==> src/rtl/axis_arb_pkg.sv <==
// Shared types and helpers for the two-source AXI-Stream arbiter.
package axis_arb_pkg;

    typedef enum logic [1:0] {
        IDLE   = 2'd0,
        GRANT0 = 2'd1,
        GRANT1 = 2'd2
    } state_t;

    localparam int ZW = 256;

    function automatic logic [ZW-1:0] zext(
        input logic [ZW-1:0] d,
        input int            w
    );
        logic [ZW-1:0] r;
        r = '0;
        for (int i = 0; i < ZW; i++) begin
            if (i < w) r[i] = d[i];
        end
        return r;
    endfunction

endpackage

==> src/rtl/axis_reg_slice.sv <==
// Single-stage AXIS output register; loads when empty or when the sink takes the held beat.
module axis_reg_slice #(
    parameter int W = 33
) (
    input  logic         aclk,
    input  logic         aresetn,
    input  logic         i_valid,
    input  logic [W-1:0] i_data,
    input  logic         i_ready,
    output logic         o_valid,
    output logic [W-1:0] o_data,
    output logic         o_ld
);

    logic         r_valid;
    logic [W-1:0] r_data;

    assign o_ld    = ~r_valid | i_ready;
    assign o_valid = r_valid;
    assign o_data  = r_data;

    always_ff @(posedge aclk or negedge aresetn) begin
        if (!aresetn) begin
            r_valid <= 1'b0;
            r_data  <= '0;
        end else if (o_ld) begin
            r_valid <= i_valid;
            if (i_valid) r_data <= i_data;
        end
    end

endmodule

==> src/rtl/axis_stream_arbiter.sv <==
// Round-robin burst arbiter merging two AXIS sources onto one tagged output.
module axis_stream_arbiter
    import axis_arb_pkg::*;
#(
    parameter int AXIS_TDATA_WIDTH_IN  = 16,
    parameter int AXIS_TDATA_WIDTH_OUT = 32,
    parameter int BURST_LEN            = 4
) (
    input  logic                            aclk,
    input  logic                            aresetn,
    input  logic                            S0_AXIS_tvalid,
    input  logic [AXIS_TDATA_WIDTH_IN-1:0]  S0_AXIS_tdata,
    output logic                            S0_AXIS_tready,
    input  logic                            S1_AXIS_tvalid,
    input  logic [AXIS_TDATA_WIDTH_IN-1:0]  S1_AXIS_tdata,
    output logic                            S1_AXIS_tready,
    input  logic                            M_AXIS_tready,
    output logic                            M_AXIS_tvalid,
    output logic [AXIS_TDATA_WIDTH_OUT-1:0] M_AXIS_tdata,
    output logic                            M_AXIS_tid,
    output logic [1:0]                      grant
);

    localparam int IW = AXIS_TDATA_WIDTH_IN;
    localparam int OW = AXIS_TDATA_WIDTH_OUT;
    localparam int CW = $clog2(BURST_LEN) + 1;

    if (IW > OW) begin : g_width_err
        $error("axis_stream_arbiter: input width exceeds output width");
    end
    if (BURST_LEN < 1) begin : g_burst_err
        $error("axis_stream_arbiter: BURST_LEN must be at least 1");
    end

    state_t        r_state;
    logic [CW-1:0] r_cnt;
    logic          r_last;
    logic [1:0]    r_grant;

    logic          w_ld;
    logic          w_sel1;
    logic          w_src_v;
    logic          w_acc;
    logic          w_pick0;
    logic          w_pick1;
    logic          w_burst_end;
    logic [IW-1:0] w_src_d;
    logic [OW-1:0] w_ext;
    logic [OW:0]   w_out;

    assign w_sel1  = (r_state == GRANT1);
    assign w_src_v = w_sel1 ? S1_AXIS_tvalid : S0_AXIS_tvalid;
    assign w_src_d = w_sel1 ? S1_AXIS_tdata : S0_AXIS_tdata;

    assign S0_AXIS_tready = (r_state == GRANT0) & w_ld;
    assign S1_AXIS_tready = w_sel1 & w_ld;

    assign w_acc = (S0_AXIS_tvalid & S0_AXIS_tready)
                 | (S1_AXIS_tvalid & S1_AXIS_tready);

    // Source 0 wins a tie only when source 1 was served last.
    assign w_pick0 = S0_AXIS_tvalid & (r_last | ~S1_AXIS_tvalid);
    assign w_pick1 = S1_AXIS_tvalid & ~w_pick0;

    assign w_burst_end = (r_cnt == CW'(BURST_LEN - 1));
    assign w_ext       = OW'(zext(ZW'(w_src_d), IW));

    axis_reg_slice #(
        .W (OW + 1)
    ) u_out (
        .aclk    (aclk),
        .aresetn (aresetn),
        .i_valid (w_acc),
        .i_data  ({w_sel1, w_ext}),
        .i_ready (M_AXIS_tready),
        .o_valid (M_AXIS_tvalid),
        .o_data  (w_out),
        .o_ld    (w_ld)
    );

    assign M_AXIS_tid   = w_out[OW];
    assign M_AXIS_tdata = w_out[OW-1:0];
    assign grant        = r_grant;

    always_ff @(posedge aclk or negedge aresetn) begin
        if (!aresetn) begin
            r_state <= IDLE;
            r_cnt   <= '0;
            r_last  <= 1'b1;
            r_grant <= 2'b00;
        end else begin
            unique case (r_state)
                IDLE: begin
                    if (w_pick0) begin
                        r_state <= GRANT0;
                        r_grant <= 2'b01;
                        r_last  <= 1'b0;
                        r_cnt   <= '0;
                    end else if (w_pick1) begin
                        r_state <= GRANT1;
                        r_grant <= 2'b10;
                        r_last  <= 1'b1;
                        r_cnt   <= '0;
                    end
                end
                GRANT0, GRANT1: begin
                    if (w_acc) begin
                        r_cnt <= r_cnt + CW'(1);
                        if (w_burst_end) begin
                            r_state <= IDLE;
                            r_grant <= 2'b00;
                        end
                    end else if (!w_src_v) begin
                        r_state <= IDLE;
                        r_grant <= 2'b00;
                    end
                end
                default: begin
                    r_state <= IDLE;
                    r_grant <= 2'b00;
                end
            endcase
        end
    end

endmodule

==> config.mk <==
export PLATFORM = sky130hd
export DESIGN_NAME = axis_stream_arbiter
export DESIGN_NICKNAME = d
export VERILOG_FILES = /design/src/rtl/axis_arb_pkg.sv /design/src/rtl/axis_reg_slice.sv /design/src/rtl/axis_stream_arbiter.sv
export SDC_FILE = /design/constraint.sdc
export NUM_CORES = 1
export LEC_CHECK = 0
export ABC_AREA = 1
export ABC_CLOCK_PERIOD_IN_PS = 1600
export CORE_ASPECT_RATIO = 0.8
export CORE_MARGIN = 4
export CORE_UTILIZATION = 30
export CTS_BUF_LIST = sky130_fd_sc_hd__clkbuf_2
export CTS_CLUSTER_SIZE = 10
export DETAILED_ROUTE_END_ITERATION = 10
export HOLD_SLACK_MARGIN = 0.08
export PLACE_DENSITY = 0.77
export SLEW_MARGIN = 20
export SYNTH_ARGS = -nofsm -noshare
export SYNTH_HDL_FRONTEND = slang
export SYNTH_SLANG_ARGS = --single-unit
==> constraint.sdc <==
create_clock -name aclk -period 1.6 [get_ports aclk]
set_clock_uncertainty 0.05 [all_clocks]
set_input_delay 0.48 -clock aclk [delete_from_list [all_inputs] [get_ports aclk]]
set_output_delay 0.48 -clock aclk [all_outputs]
set_load 0.02 [all_outputs]
Word level (Yosys, flattened, before mapping) --
Cells that the tools add are included.
Storage, ports and cells: register bits after elaboration 24, bits of input ports 37, output and inout bits 38, word-level logic and storage cells 47
Operators by class: $add $sub $neg 1, equality and inequality tests 7, mux-type cells 14, bitwise gates (word level) 12, reduce and logical (&&, ||, !) cells 8
Operator list (count):
- two-way mux 16 bit | 1
- two-way mux 2 bit | 5
- two-way mux 3 bit | 3
- bitwise AND 1 bit | 6
- inequality test 3 bit (second input constant) | 2
- case mux 3 bit (2 select lines) | 1
- AND reduction 3 bit | 2
- case mux 2 bit (2 select lines) | 1
- AND reduction 2 bit | 2
- nonzero test 2 bit | 2
- adder 3 x 1 -> 3 bit (second input constant) | 1
- == test 3 x 2 -> 1 bit (second input constant) | 1
- two-way mux 1 bit | 3
- inequality test 3 x 2 -> 1 bit (second input constant) | 1
- inverter 1 bit | 3
- OR 1 bit | 3
- == test 2 x 1 -> 1 bit (second input constant) | 1
- == test 2 bit (second input constant) | 1
- zero test 2 bit | 1
- inequality test 2 x 1 -> 1 bit (second input constant) | 1
- OR reduction 2 bit | 1

Logic depth before layout (Yosys ltp) --
word-level depth 8, depth in mapped cells 11, depth with buffers taken out 10

By module --
From an unflattened synthesis, not the netlist that was laid out.
Second synthesis, totals: cell total of the unflattened synthesis 259, area, all modules 2024.4 µm²
Modules (own cells, without submodules):
- axis_reg_slice | times used 1, cells an instance 147, area each 1370.1 µm², sequential area each 850.8 µm²
- axis_stream_arbiter | times used 1, cells an instance 112, area each 654.4 µm², sequential area each 151.4 µm²

Worst setup path before layout --
OpenSTA, ideal clock, no wires.
kind register to output, from reg grant[0] (netlist name), to out S1_AXIS_tready, arrival time 1.385 ns, required time 1.070 ns, slack -0.315 ns, stages on the path, launching flop included 7, buffers on the path 2, cell sequence dfrtp_1 -> inv_1 -> ha_1 -> buf_6 -> inv_2 -> buf_2 -> nor2_1
RTL lines:
- end: declaration | RTL line axis_stream_arbiter.sv:16 | output logic S1_AXIS_tready,

==> impl_metrics.tcl <==
set metrics [dict create \
    gr-total-overflow 0 \
    grt_max_degree 25 \
    sequentialPowerShare_pct 21.6 \
    drt_iter0_markers 48 \
    design_area_um2 2700 \
    ant_nets 0 \
    r2r_start "grant[1]$_DFFE_PN0P_" \
    place_inst 296 \
    grt_pass1_vias 1391 \
    cts_root_buffer "clkbuf_2" \
    numClockSinks 24 \
    leakagePower_nw 1.21 \
    diodes 0 \
    synthXorXnorAreaFrac_pct 0 \
    register_area_um2 604 \
    crit_type "register to output pin" \
    drive_above_1_share_pct 46.5 \
    synth_warnings 0 \
    final.setup.worst_slack_ns -0.224 \
    fp.dieW_um 85.5 \
    status "finished with violations" \
    hold_viol_final 0 \
    insertion_delay_ns 0.33 \
    switchingPower_w 0.00217 \
    routedWlPerCell_um 12.4 \
    vias 1432 \
    required_ns 1.07 \
    power_density_nw_per_um2 1830 \
    slew_viol_final 0 \
    cp_max_fo 3 \
    cts_tree "built" \
    ys_seq_elements 24 \
    track_usage_pct 13.0 \
    drc_errors 0 \
    die_h_um 70.0 \
    numCtsBuffers 3 \
    die_area_um2 5990 \
    grt_antenna_before_repair 0 \
    setup.worst_path.end_class "output pin" \
    yosys.area_share.simple_pct 23.8 \
    multiInputGateArea_um2 923 \
    place_ws_ns -0.788 \
    holdWs_ns 0.403 \
    fin_crit_sh_pct 114 \
    clk_pin_slew_worst_paths_ns 0.22 \
    cts.path.max_buffers 2 \
    combPwrFrac_pct 73.6 \
    io_buffers 58 \
    cts_max_level 1 \
    final_cells 331 \
    intPower_w 0.00278 \
    grt_pass1_wl_mm 6.35 \
    syn_to_final_growth_pct 87.1 \
    cap_violations 0 \
    drtPass1Iterations 4 \
    swShare_pct 43.8 \
    vias_per_cell 4.33 \
    synth.distinct_cells 22 \
    placed_cell_area_um2 2180 \
    hold_path_class "input port to asynchronous set/reset pin" \
    synth_area_um2 1440 \
    nets 314 \
    rows 22 \
    fin_crit_ns 1.82 \
    n_fill_cell 435 \
    critPathLaunch "grant[1]$_DFFE_PN0P_" \
    reg2regPathDepth 12 \
    synthMuxAreaShare_pct 0 \
    design.portCount 75 \
    core_um2 4620 \
    hpwl_mm 2.64 \
    crit_arrival_ns 1.29 \
    synth_compound_area_share_pct 14.1 \
    rsz0062_at_grt "true" \
    avgSynthCellArea_um2 8.54 \
    failed_checks "negative setup slack" \
    synth_fa_ha_area_share_pct 4.34 \
    gp_congestion 0.776 \
    hold_buffers 0 \
    ir_drop_mv 0.765 \
    cp-start-kind "register" \
    seq_area_frac_synth_pct 41.7 \
    synth_top_family_by_area "simple AND/OR/NAND/NOR gates" \
    totalWireLength_mm 4.09 \
    initial_core_util_pct 31.2 \
    synthCells 169 \
    max_freq_ghz 0.548 \
    pwr-share-clk_pct 4.8 \
    finalSetupViolations 26 \
]
-- layout by cell type (no fill, tap or decap), types with 2 or more instances in the layout --
| master | Yosys | layout |
|---|---|---|
| buf_12 | 0 | 5 |
| buf_4 | 16 | 34 |
| nor2_1 | 21 | 5 |
| ha_1 | 5 | 2 |
| inv_1 | 11 | 5 |
| buf_16 | 0 | 3 |
| nand3_2 | 0 | 2 |
| clkbuf_2 | 0 | 3 |
| a21oi_1 | 2 | 2 |
| inv_2 | 1 | 5 |
| a31oi_2 | 11 | 11 |
| nand2_1 | 49 | 47 |
| nand3b_1 | 2 | 2 |
| a31oi_4 | 0 | 3 |
| conb_1 | 1 | 16 |
| dfrtp_2 | 0 | 2 |
| nand2_2 | 0 | 2 |
| buf_2 | 1 | 17 |
| nor2_4 | 0 | 16 |
| a31oi_1 | 5 | 2 |
| o21ai_1 | 2 | 2 |
| buf_6 | 4 | 9 |
| clkdlybuf4s50_1 | 0 | 35 |
| dfrtp_1 | 23 | 21 |
| ha_4 | 0 | 3 |
| nand2_4 | 3 | 2 |
| nand3_1 | 5 | 2 |
-- metal layers --
| layer | vias to the layer above | wire length, um | global-route usage, % |
|---|---|---|---|
| met3 | 4 | 299 | 3.30 |
| li1 | 720 | - | - |
| met5 | - | 0 | 0 |
| met2 | 50 | 2130 | 23.1 |
| met4 | 0 | 31 | 3.16 |
| met1 | 658 | 1630 | 15.4 |
-- synth_stat cells --
cell type | count | area share (%)
conb_1 | 1 | 0.26
nor2_1 | 21 | 5.5
and2_1 | 1 | 0.43
buf_6 | 4 | 3.1
dfrtp_1 | 23 | 40
a21oi_1 | 2 | 0.69
buf_4 | 16 | 8.3
o21ai_1 | 2 | 0.69
inv_6 | 1 | 0.61
nand2_1 | 49 | 13
inv_1 | 11 | 2.9
ha_1 | 5 | 4.3
nand3b_1 | 2 | 1.0
a31oi_2 | 11 | 9.5
inv_2 | 1 | 0.26
clkbuf_1 | 1 | 0.26
nand2_4 | 3 | 2.3
dfstp_2 | 1 | 1.8
a31oi_1 | 5 | 2.2
o21ai_0 | 3 | 1.0
buf_2 | 1 | 0.35
nand3_1 | 5 | 1.7
-- cells by family after synthesis --
group | Yosys count
simple gates | 81
buf+inv | 35
flops | 24
compound gates | 23
fa+ha+maj | 5
other cells | 1
-- metrics by stage --
stage	util (%)	power, W	setup TNS (ns)
after floorplan	-	0.00253	-0.0273
after global placement	47.1	0.00352	-5.92
after detailed placement	47.1	0.00356	-5.80
after CTS	55.4	0.00456	-2.71
after global routing	58.4	0.00532	-5.58
final	58.4	0.00495	-4.03
-- power by group through the flow --
stage | sequential (W) | combinational (W) | clock, W
after floorplan | 0.00136 | 0.00117 | 0
after global placement | 0.00103 | 0.00249 | 0
after detailed placement | 0.00105 | 0.00251 | 0
after CTS | 0.00107 | 0.00324 | 0.000254
after global routing | 0.00112 | 0.00392 | 0.000280
final | 0.00107 | 0.00364 | 0.000236
-- final cells by class --
cell class              instances  area share, %
flip-flops and latches         24           22.4
clock inverters                 1          0.139
repair buffers                105           37.4
clock buffers                   3          0.556
well taps                      60           2.78
inverters                      13           2.55
multi-input cells             125           34.2
-- registers in the layout, summed over array words and instances (netlist names) --
signal         cells
r_last             1
r_cnt              3
u_out.o_data      17
grant              2
u_out.o_valid      1
-- worst max-delay path, stage by stage, from the launching register on --
cell and delay (ns):
dfrtp_2 0.48, buf_6 0.12, ha_4 0.16, inv_6 0.05, nor2_4 0.03, buf_6 0.12
-- worst paths after layout --
path                                        end  slack (ns)
max                              S1_AXIS_tready       -0.22
min                        grant[0]$_DFFE_PN0P_        0.40
max reg2reg                r_cnt[1]$_DFFE_PN0P_       -0.21
min reg2reg                  r_last$_DFFE_PN1P_        0.44
max in group asynchronous    r_last$_DFFE_PN1P_        0.87
min in group aclk            r_last$_DFFE_PN1P_        0.44
-- repair_timing --
action                     in CTS  in global routing
setup endpoints to repair      43                 40
gates cloned                    3                  1
gates resized for setup       136                 31
setup buffers                  18                 11
pin swaps                       5                  2
(Power assumes the default switching activity.)
